<file path="src/rtl/matrix_pkg.sv">
// Shared constants, loader state enum and flat-matrix index helpers for the
// 5x5 matrix loader and the inversion stage.
package matrix_pkg;

    localparam int unsigned DATA_W   = 16;
    localparam int unsigned N        = 5;
    localparam int unsigned NUM_ELEM = N * N;
    localparam int unsigned CNT_W    = 5;
    localparam int unsigned MAT_W    = NUM_ELEM * DATA_W;

    typedef enum logic [1:0] {
        IDLE = 2'd0,
        LOAD = 2'd1,
        FULL = 2'd2
    } load_state_e;

    // Row-major flat element index.
    function automatic logic [CNT_W-1:0] elem_idx(input logic [CNT_W-1:0] row,
                                                  input logic [CNT_W-1:0] col);
        return CNT_W'(row * CNT_W'(N) + col);
    endfunction

    function automatic logic is_diag(input logic [CNT_W-1:0] k);
        return (k % CNT_W'(N + 1)) == '0;
    endfunction

endpackage

</file>
<file path="src/rtl/matrix_stream_loader_if.sv">
// Element stream in, assembled matrix out; the loader is the slave side.
interface matrix_stream_loader_if;
    import matrix_pkg::*;

    logic [DATA_W-1:0] in_data;
    logic              in_valid;
    logic              in_ready;
    logic [MAT_W-1:0]  mat_data;
    logic              mat_valid;
    logic              mat_ready;

    modport master (
        output in_data, in_valid, mat_ready,
        input  in_ready, mat_data, mat_valid
    );

    modport slave (
        input  in_data, in_valid, mat_ready,
        output in_ready, mat_data, mat_valid
    );

endinterface

</file>
<file path="src/rtl/mat_load_ctrl.sv">
// Loader FSM: element counter, stream/handoff handshake decode, and the
// write strobe + slot index for the matrix register array.
module mat_load_ctrl
    import matrix_pkg::*;
(
    input  logic             clk,
    input  logic             reset,
    input  logic             flush,
    input  logic             in_valid,
    input  logic             mat_ready,
    output logic             in_ready,
    output logic             mat_valid,
    output logic [CNT_W-1:0] load_count,
    output logic             wr_en_c,
    output logic [CNT_W-1:0] wr_idx_c,
    output logic             clear_c
);

    load_state_e      state_q, state_d;
    logic [CNT_W-1:0] cnt_q, cnt_d;
    logic             in_ready_q, in_ready_d;
    logic             mat_valid_q, mat_valid_d;

    always_ff @(posedge clk or negedge reset) begin
        if (!reset) begin
            state_q     <= IDLE;
            cnt_q       <= '0;
            in_ready_q  <= 1'b1;
            mat_valid_q <= 1'b0;
        end else begin
            state_q     <= state_d;
            cnt_q       <= cnt_d;
            in_ready_q  <= in_ready_d;
            mat_valid_q <= mat_valid_d;
        end
    end

    // Flush overrides everything, including a handshake in the same cycle.
    always_comb begin
        state_d = state_q;
        cnt_d   = cnt_q;
        wr_en_c = 1'b0;
        clear_c = 1'b0;
        if (flush) begin
            state_d = IDLE;
            cnt_d   = '0;
            clear_c = 1'b1;
        end else begin
            case (state_q)
                IDLE, LOAD: begin
                    if (in_valid) begin
                        wr_en_c = 1'b1;
                        cnt_d   = cnt_q + 1'b1;
                        state_d = (cnt_q == CNT_W'(NUM_ELEM - 1)) ? FULL : LOAD;
                    end
                end
                FULL: begin
                    if (mat_ready) begin
                        state_d = IDLE;
                        cnt_d   = '0;
                        clear_c = 1'b1;
                    end
                end
                default: begin
                    state_d = IDLE;
                    cnt_d   = '0;
                end
            endcase
        end
        in_ready_d  = (state_d != FULL);
        mat_valid_d = (state_d == FULL);
    end

    assign wr_idx_c   = cnt_q;
    assign in_ready   = in_ready_q;
    assign mat_valid  = mat_valid_q;
    assign load_count = cnt_q;

endmodule

</file>
<file path="src/rtl/matrix_stream_loader.sv">
// Assembles a row-major element stream into a flat 5x5 matrix for the inversion
// stage. Optional diagonal-zero screen under macro DIAG_ZERO_CHECK_EN.
module matrix_stream_loader
    import matrix_pkg::*;
(
    input  logic                   clk,
    input  logic                   reset,
    input  logic                   flush,
    matrix_stream_loader_if.slave  s,
    output logic [CNT_W-1:0]       load_count
`ifdef DIAG_ZERO_CHECK_EN
    ,
    output logic                   diag_zero
`endif
);

    logic             wr_en_c;
    logic [CNT_W-1:0] wr_idx_c;
    logic             clear_c;
    logic [DATA_W-1:0] mat_q [NUM_ELEM];

    mat_load_ctrl u_ctrl (
        .clk        (clk),
        .reset      (reset),
        .flush      (flush),
        .in_valid   (s.in_valid),
        .mat_ready  (s.mat_ready),
        .in_ready   (s.in_ready),
        .mat_valid  (s.mat_valid),
        .load_count (load_count),
        .wr_en_c    (wr_en_c),
        .wr_idx_c   (wr_idx_c),
        .clear_c    (clear_c)
    );

    // Contents are kept after handoff so downstream can sample on the handshake edge.
    always_ff @(posedge clk or negedge reset) begin
        if (!reset) begin
            for (int unsigned k = 0; k < NUM_ELEM; k++) begin
                mat_q[k] <= '0;
            end
        end else if (wr_en_c) begin
            mat_q[wr_idx_c] <= s.in_data;
        end
    end

    for (genvar r = 0; r < N; r++) begin : g_row
        for (genvar c = 0; c < N; c++) begin : g_col
            localparam int unsigned K = 32'(elem_idx(CNT_W'(r), CNT_W'(c)));
            assign s.mat_data[K*DATA_W +: DATA_W] = mat_q[K];
        end
    end

`ifdef DIAG_ZERO_CHECK_EN
    logic diag_q, diag_d;

    // Sticky until the matrix leaves (handoff) or is aborted (flush).
    always_comb begin
        diag_d = diag_q;
        if (clear_c) begin
            diag_d = 1'b0;
        end else if (wr_en_c && is_diag(wr_idx_c) && (s.in_data == '0)) begin
            diag_d = 1'b1;
        end
    end

    always_ff @(posedge clk or negedge reset) begin
        if (!reset) begin
            diag_q <= 1'b0;
        end else begin
            diag_q <= diag_d;
        end
    end

    assign diag_zero = diag_q;
`else
    logic clear_unused;
    assign clear_unused = clear_c;
`endif

endmodule

</file>
<file path="src/flat_wrapper.sv">
// flat-port wrapper written by rule: the top's interface ports become plain ports
module matrix_stream_loader_flat import matrix_pkg::*;
  (clk, reset, flush, load_count, s_in_data, s_in_valid, s_mat_ready, s_in_ready, s_mat_data, s_mat_valid);
  matrix_stream_loader_if s_i ();
  input  logic clk;
  input  logic reset;
  input  logic flush;
  output logic [CNT_W-1:0] load_count;
  input wire logic [$bits(s_i.in_data)-1:0] s_in_data;
  input wire logic [$bits(s_i.in_valid)-1:0] s_in_valid;
  input wire logic [$bits(s_i.mat_ready)-1:0] s_mat_ready;
  output wire logic [$bits(s_i.in_ready)-1:0] s_in_ready;
  output wire logic [$bits(s_i.mat_data)-1:0] s_mat_data;
  output wire logic [$bits(s_i.mat_valid)-1:0] s_mat_valid;
  assign s_i.in_data = s_in_data;
  assign s_i.in_valid = s_in_valid;
  assign s_i.mat_ready = s_mat_ready;
  assign s_in_ready = s_i.in_ready;
  assign s_mat_data = s_i.mat_data;
  assign s_mat_valid = s_i.mat_valid;
  matrix_stream_loader u_core (.clk(clk), .reset(reset), .flush(flush), .s(s_i), .load_count(load_count));
endmodule
</file>
<file path="config.mk">
export PLATFORM = sky130hd
export DESIGN_NAME = matrix_stream_loader_flat
export DESIGN_NICKNAME = d
export VERILOG_FILES = /design/src/rtl/matrix_pkg.sv /design/src/rtl/matrix_stream_loader_if.sv /design/src/rtl/mat_load_ctrl.sv /design/src/rtl/matrix_stream_loader.sv /design/src/flat_wrapper.sv
export SDC_FILE = /design/constraint.sdc
export NUM_CORES = 1
export LEC_CHECK = 0
export CAP_MARGIN = 15
export CORE_UTILIZATION = 49
export DETAILED_ROUTE_END_ITERATION = 8
export PLACE_DENSITY = 0.81
export SLEW_MARGIN = 25
export SYNTH_ARGS = -nofsm -noshare
export SYNTH_HDL_FRONTEND = slang
export SYNTH_HIERARCHICAL = 1
export SYNTH_SLANG_ARGS = --single-unit
</file>
<file path="constraint.sdc">
create_clock -name clk -period 2.9 [get_ports clk]
set_input_delay 0.725 -clock clk [delete_from_list [all_inputs] [get_ports clk]]
set_output_delay 0.725 -clock clk [all_outputs]
set_load 0.02 [all_outputs]
</file>
==> results.cfg, run 1 <==
[status]
status = complete, no violations

[timing]
skew_ns = 0.01363
fmax_mhz = 372.9
hold_viol_final = 0
max_slew_margin_pct = 61.82
period_minus_slack_ns = 2.682
final-setup-viol-count = 0
setup_tns_ns = 0
post-route-worst-setup-slack_ns = 0.2185
rsz0062_at_grt = no
worst_pin_slew_ns = 0.5726
drv_slew = 0
fin_crit_sh_pct = 92.47

[power_and_ir_drop]
report.power.total_uw = 13220
p_sw_uw = 3171
switching_share_pct = 23.99
vdd_ir_drop_max_v = 0.0004378
p_leak_uw = 0.01063
p_int_uw = 10050
clkPwrFrac_pct = 41.1
pwr-share-seq_pct = 46.6
powerDensity_mw_per_mm2 = 591.9
combPwrFrac_pct = 12.3

[grt]
overflow = 0
grt_max_degree = 90
grt_pass1_wl_mm = 66.56
grt_pass1_vias = 10580
track_usage_pct = 26.55
grt_antenna_before_repair = 1

[yosys]
syn_area_per_cell_sq_um = 16.77
syn_nets = 972
syn_inst = 949
synth_area_sq_mm = 0.01592
synth_warnings = 6

[critical_path]
worst-r2r-cell-count = 6
crit_chain = clkdlybuf4s50_1
path_depth = 1
r2r-end = u_core/s.mat_data[122]
reg2reg_slack_ns = 0.65
critPathRequiredTime_ns = 2.17
slowest_delay_ns = 0.73
path_delay_family = buffers and inverters
worst-endpoint-arrival_ns = 1.96
crit_end = load_count[0]
start_kind = flip-flop
crit_buf_inv = 1
cp-end-kind = output pin
r2r_start = u_core/u_ctrl/state_q[1]
crit_path_start = u_core/u_ctrl/load_count[0]
cp_max_fo = 14
cp_slowest_cell = clkdlybuf4s50_1
crit_type = reg2out

[layout]
final_layout_size_suffix_gt1_share_pct = 38.48
nets = 1425
diodes = 0
fin_area_sq_mm = 0.02233
final_common_cell = clkdlybuf4s50_1
final_cell_mix = clkdlybuf4s50_1 (426), dfrtp_1 (408), mux2_2 (368), clkbuf_16 (45), mux2_4 (31)
area_delta_synth_final_pct = 40.32

[placed_design]
dp_hpwl_mm = 29.69
gp_congestion = 0.7842
place_ws_ns = 0.01725
port_buffers = 427
dpl_cell_area_sq_mm = 0.02093

[route]
vias = 9783
detail_route.drc_violations = 0
drtIter0Drc = 454
viasPerCell = 5.334
totalWireLength_mm = 43.69
wl_per_cell_um = 23.82
ant_nets = 0
dr.pass1.iters = 4

[die]
die_h_um = 182.2
core_sq_mm = 0.03172
io_pins = 428
die_x_um = 182.2
dieArea_sq_mm = 0.03320
rows = 65
start_util_pct = 50.18

[clock_tree]
cts.sinks = 409
cts_buffers = 42
cts_max_level = 2
holdBufCountCts = 0
root_buffer = clkbuf_16
worstSkewPairLatency_ns = 0.52
cts_tree = yes
ctsResizeCount = 0
clk_pin_slew_ns = 0.05
cts_setup_buffers = 0
clock_tree.buffer_depth = 3

[flow_run]
max_cap_viol_count = 0

[min_path]
hold_path.class = in2async
power groups by stage:
stage          clock network (uW)  logic, uW  registers, uW
6_report                     5430       1630           6160
2_1_floorplan                   0        365           6580
4_1_cts                      5520       1650           6160
3_3_place_gp                    0       1610           6250
5_1_grt                      5780       1700           6180
3_5_place_dp                    0       1640           6260
per-stage QoR:
step	hold slack, ns	util [%]	instances
final	0.1595	70.41	1834
after detailed placement	0.4873	65.98	1760
after global routing	0.1850	70.41	1834
after CTS	0.1776	70.41	1834
after floorplan	0.4294	-	949
after global placement	0.4870	65.98	1760
registers in the layout, indices dropped and copies added, names as in the netlist:
register                  count
u_core/u_ctrl/load_count      5
u_core/s.mat_data           400
u_core/u_ctrl/mat_valid       1
u_core/u_ctrl/in_ready        1
u_core/u_ctrl/state_q         2
per-layer routing:
layer	GRT usage, %	vias up	part of all wire, %
li1	-	4238	-
met1	32.92	5130	40
met2	44.70	314	50
met3	5.747	101	5.2
met4	12.00	0	4.6
met5	0	-	0
layout make-up:
| class | instances | area (sq um) |
|---|---|---|
| repair buffers | 479 | 4957 |
| fillers | 2165 | 9385 |
| multi-input cells | 468 | 5224 |
| inverters | 2 | 7.507 |
| flip-flops and latches | 409 | 10240 |
| clock inverters | 10 | 127.6 |
| clock buffers | 64 | 1277 |
| well taps | 402 | 503.0 |
worst min path at each step:
stage                           start                endpoint  slack, ns
2_1_floorplan                   reset    u_core/s.mat_data[0]       0.43
3_3_place_gp   u_core/s.mat_data[395]  u_core/s.mat_data[395]       0.49
3_5_place_dp   u_core/s.mat_data[327]  u_core/s.mat_data[327]       0.49
4_1_cts                         reset  u_core/s.mat_data[170]       0.18
5_1_grt                         reset  u_core/s.mat_data[153]       0.19
6_report                        reset  u_core/s.mat_data[153]       0.16
(Power assumes the default switching activity.)
==> run 2, diff against run 1 <==
==> constraint.sdc (replaced) <==
create_clock -name clk -period 2.9 [get_ports clk]
set_input_delay 0.725 -clock clk [delete_from_list [all_inputs] [get_ports clk]]
set_output_delay 0.725 -clock clk [all_outputs]
set_load 0.01 [all_outputs]
==> run 2 against run 1 <==
Register-to-register slack improved by 0.07 ns. Total power barely moved. Routed wire length is 0.65% lower. Design area is 0.36% higher. Hold slack worse by 0.0037 ns. Critical path type unchanged. Highest routed layer unchanged.
==> results.cfg, run 2 (synthesis results as in run 1) <==
[flow_run]
max_cap_viol_count = 0

[layout]
multi_input_area_sq_mm = 0.005224
area_delta_synth_final_pct = 40.83
nets = 1426
seq_area_sq_mm = 0.01024
fillCellCount = 2090
final_cell_mix = clkdlybuf4s50_1 (426), dfrtp_1 (408), mux2_2 (368), clkbuf_16 (45), mux2_4 (31)
final_common_cell = clkdlybuf4s50_1
final_layout_size_suffix_gt1_share_pct = 39.00
largest_register_ffs = 400
diodes = 0

[clock_tree]
cts_tree = yes
ctsResizeCount = 0
worstSkewPairLatency_ns = 0.53
cts_setup_buffers = 0
clock_tree.buffer_depth = 3
holdBufCountCts = 0
clk_pin_slew_ns = 0.06
cts_max_level = 2
cts_buffers = 43
root_buffer = clkbuf_16
cts.sinks = 409

[power_and_ir_drop]
p_sw_uw = 2996
switching_share_pct = 22.67
pwr-share-seq_pct = 46.6
vdd_ir_drop_max_v = 0.0005350
powerDensity_mw_per_mm2 = 589.6
clkPwrFrac_pct = 42.8
combPwrFrac_pct = 10.6
p_leak_uw = 0.01068
p_int_uw = 10220

[critical_path]
crit_buf_inv = 1
crit_type = reg2out
worst-r2r-cell-count = 6
slowest_delay_ns = 0.70
r2r-end = u_core/s.mat_data[123]
crit_chain = clkdlybuf4s50_1
cp-end-kind = output pin
start_kind = flip-flop
cp_max_fo = 14
r2r_start = u_core/u_ctrl/state_q[1]
reg2reg_slack_ns = 0.72
cp_slowest_cell = dfrtp_1
path_delay_family = flip-flops
worst-endpoint-arrival_ns = 1.90
critPathRequiredTime_ns = 2.17

[timing]
setup_tns_ns = 0
drv_slew = 0
period_minus_slack_ns = 2.622
worst_pin_slew_ns = 0.5659
hold_viol_final = 0
fin_crit_sh_pct = 90.42
max_slew_margin_pct = 62.27
post-route-worst-setup-slack_ns = 0.2777
skew_ns = 0.01269
rsz0062_at_grt = no
fmax_mhz = 381.4
final-setup-viol-count = 0

[grt]
grt_pass1_vias = 10612
overflow = 0
grt_pass1_wl_mm = 66.16
grt_max_degree = 90
track_usage_pct = 26.50
grt_antenna_before_repair = 0

[die]
die_x_um = 182.2
start_util_pct = 50.18
rows = 65
io_pins = 428
die_h_um = 182.2
dieArea_sq_mm = 0.03320
core_sq_mm = 0.03172

[route]
wl_per_cell_um = 23.62
vias = 9815
ant_nets = 0
viasPerCell = 5.340
totalWireLength_mm = 43.41
detail_route.drc_violations = 0
dr.pass1.iters = 4
drtIter0Drc = 491

[placed_design]
port_buffers = 427
dp_hpwl_mm = 29.50
gp_congestion = 0.7849
place_ws_ns = 0.04846

[status]
status = complete, no violations

[min_path]
hold_path.class = in2async
-- run 2: cell types whose count changed in the layout (fill, tap and decap cells not counted), sizes merged --
cell,before,now
clkinv,6,11
bufinv,3,4
clkbuf,64,62
-- run 2: metal layers --
layer  part of all wire (%)  track usage [%]  up-vias  routed length, um
met4                    5.1            13.28        0               2203
li1                       -                -     4264                  -
met5                      0                0        -                  0
met2                     50            44.58      338              21630
met1                     40            32.56     5108              17210
met3                    5.4            5.488      105               2363
-- run 2: per-stage QoR --
| step | power [uW] | instance area [sq um] | hold slack [ns] | instances | utilization [%] |
|---|---|---|---|---|---|
| finish | 13220 | 22410 | 0.1558 | 1838 | 70.67 |
| detailed placement | 7681 | 20930 | 0.4918 | 1760 | 65.98 |
| CTS | 13360 | 22410 | 0.1666 | 1838 | 70.67 |
| global placement | 7634 | 20930 | 0.4870 | 1760 | 65.98 |
| floorplan | 6728 | 15920 | 0.4294 | 949 | - |
| global route | 13670 | 22410 | 0.1751 | 1838 | 70.67 |
-- run 2: final cells by class --
type | instances | area share, %
clock inverter | 16 | 0.8318
clock buffer | 62 | 5.800
sequential | 409 | 45.67
tap | 402 | 2.244
timing repair buffer | 479 | 22.12
multi-input combinational | 468 | 23.31
inverter | 2 | 0.03349
-- run 2: worst register-to-register path: stages, from the launching register on --
cell,delay [ns]
dfrtp_1,0.45
nor3b_2,0.20
buf_4,0.22
and4bb_4,0.26
nor2b_1,0.35
buf_12,0.22
mux2_2,0.36
-- run 2: power groups by stage --
stage	clock network (uW)	logic, uW	registers (uW)
2_1_floorplan	0	366	6360
3_5_place_dp	0	1420	6260
6_report	5650	1400	6160
5_1_grt	6000	1480	6180
3_3_place_gp	0	1390	6250
4_1_cts	5780	1420	6160
-- run 2: worst max path at each step --
| stage | startpoint | to | slack (ns) | cells past startpoint |
|---|---|---|---|---|
| 6_report | u_core/u_ctrl/load_count[1] | load_count[1] | 0.28 | 1 |
| 5_1_grt | u_core/u_ctrl/load_count[1] | load_count[1] | 0.20 | 1 |
| 4_1_cts | u_core/u_ctrl/load_count[0] | load_count[0] | 0.25 | 1 |
| 3_5_place_dp | s_in_valid | u_core/s.mat_data[119] | 0.05 | 7 |
| 3_3_place_gp | s_in_valid | u_core/s.mat_data[126] | 0.05 | 7 |
| 2_1_floorplan | flush | u_core/s.mat_data[53] | 0.36 | 6 |
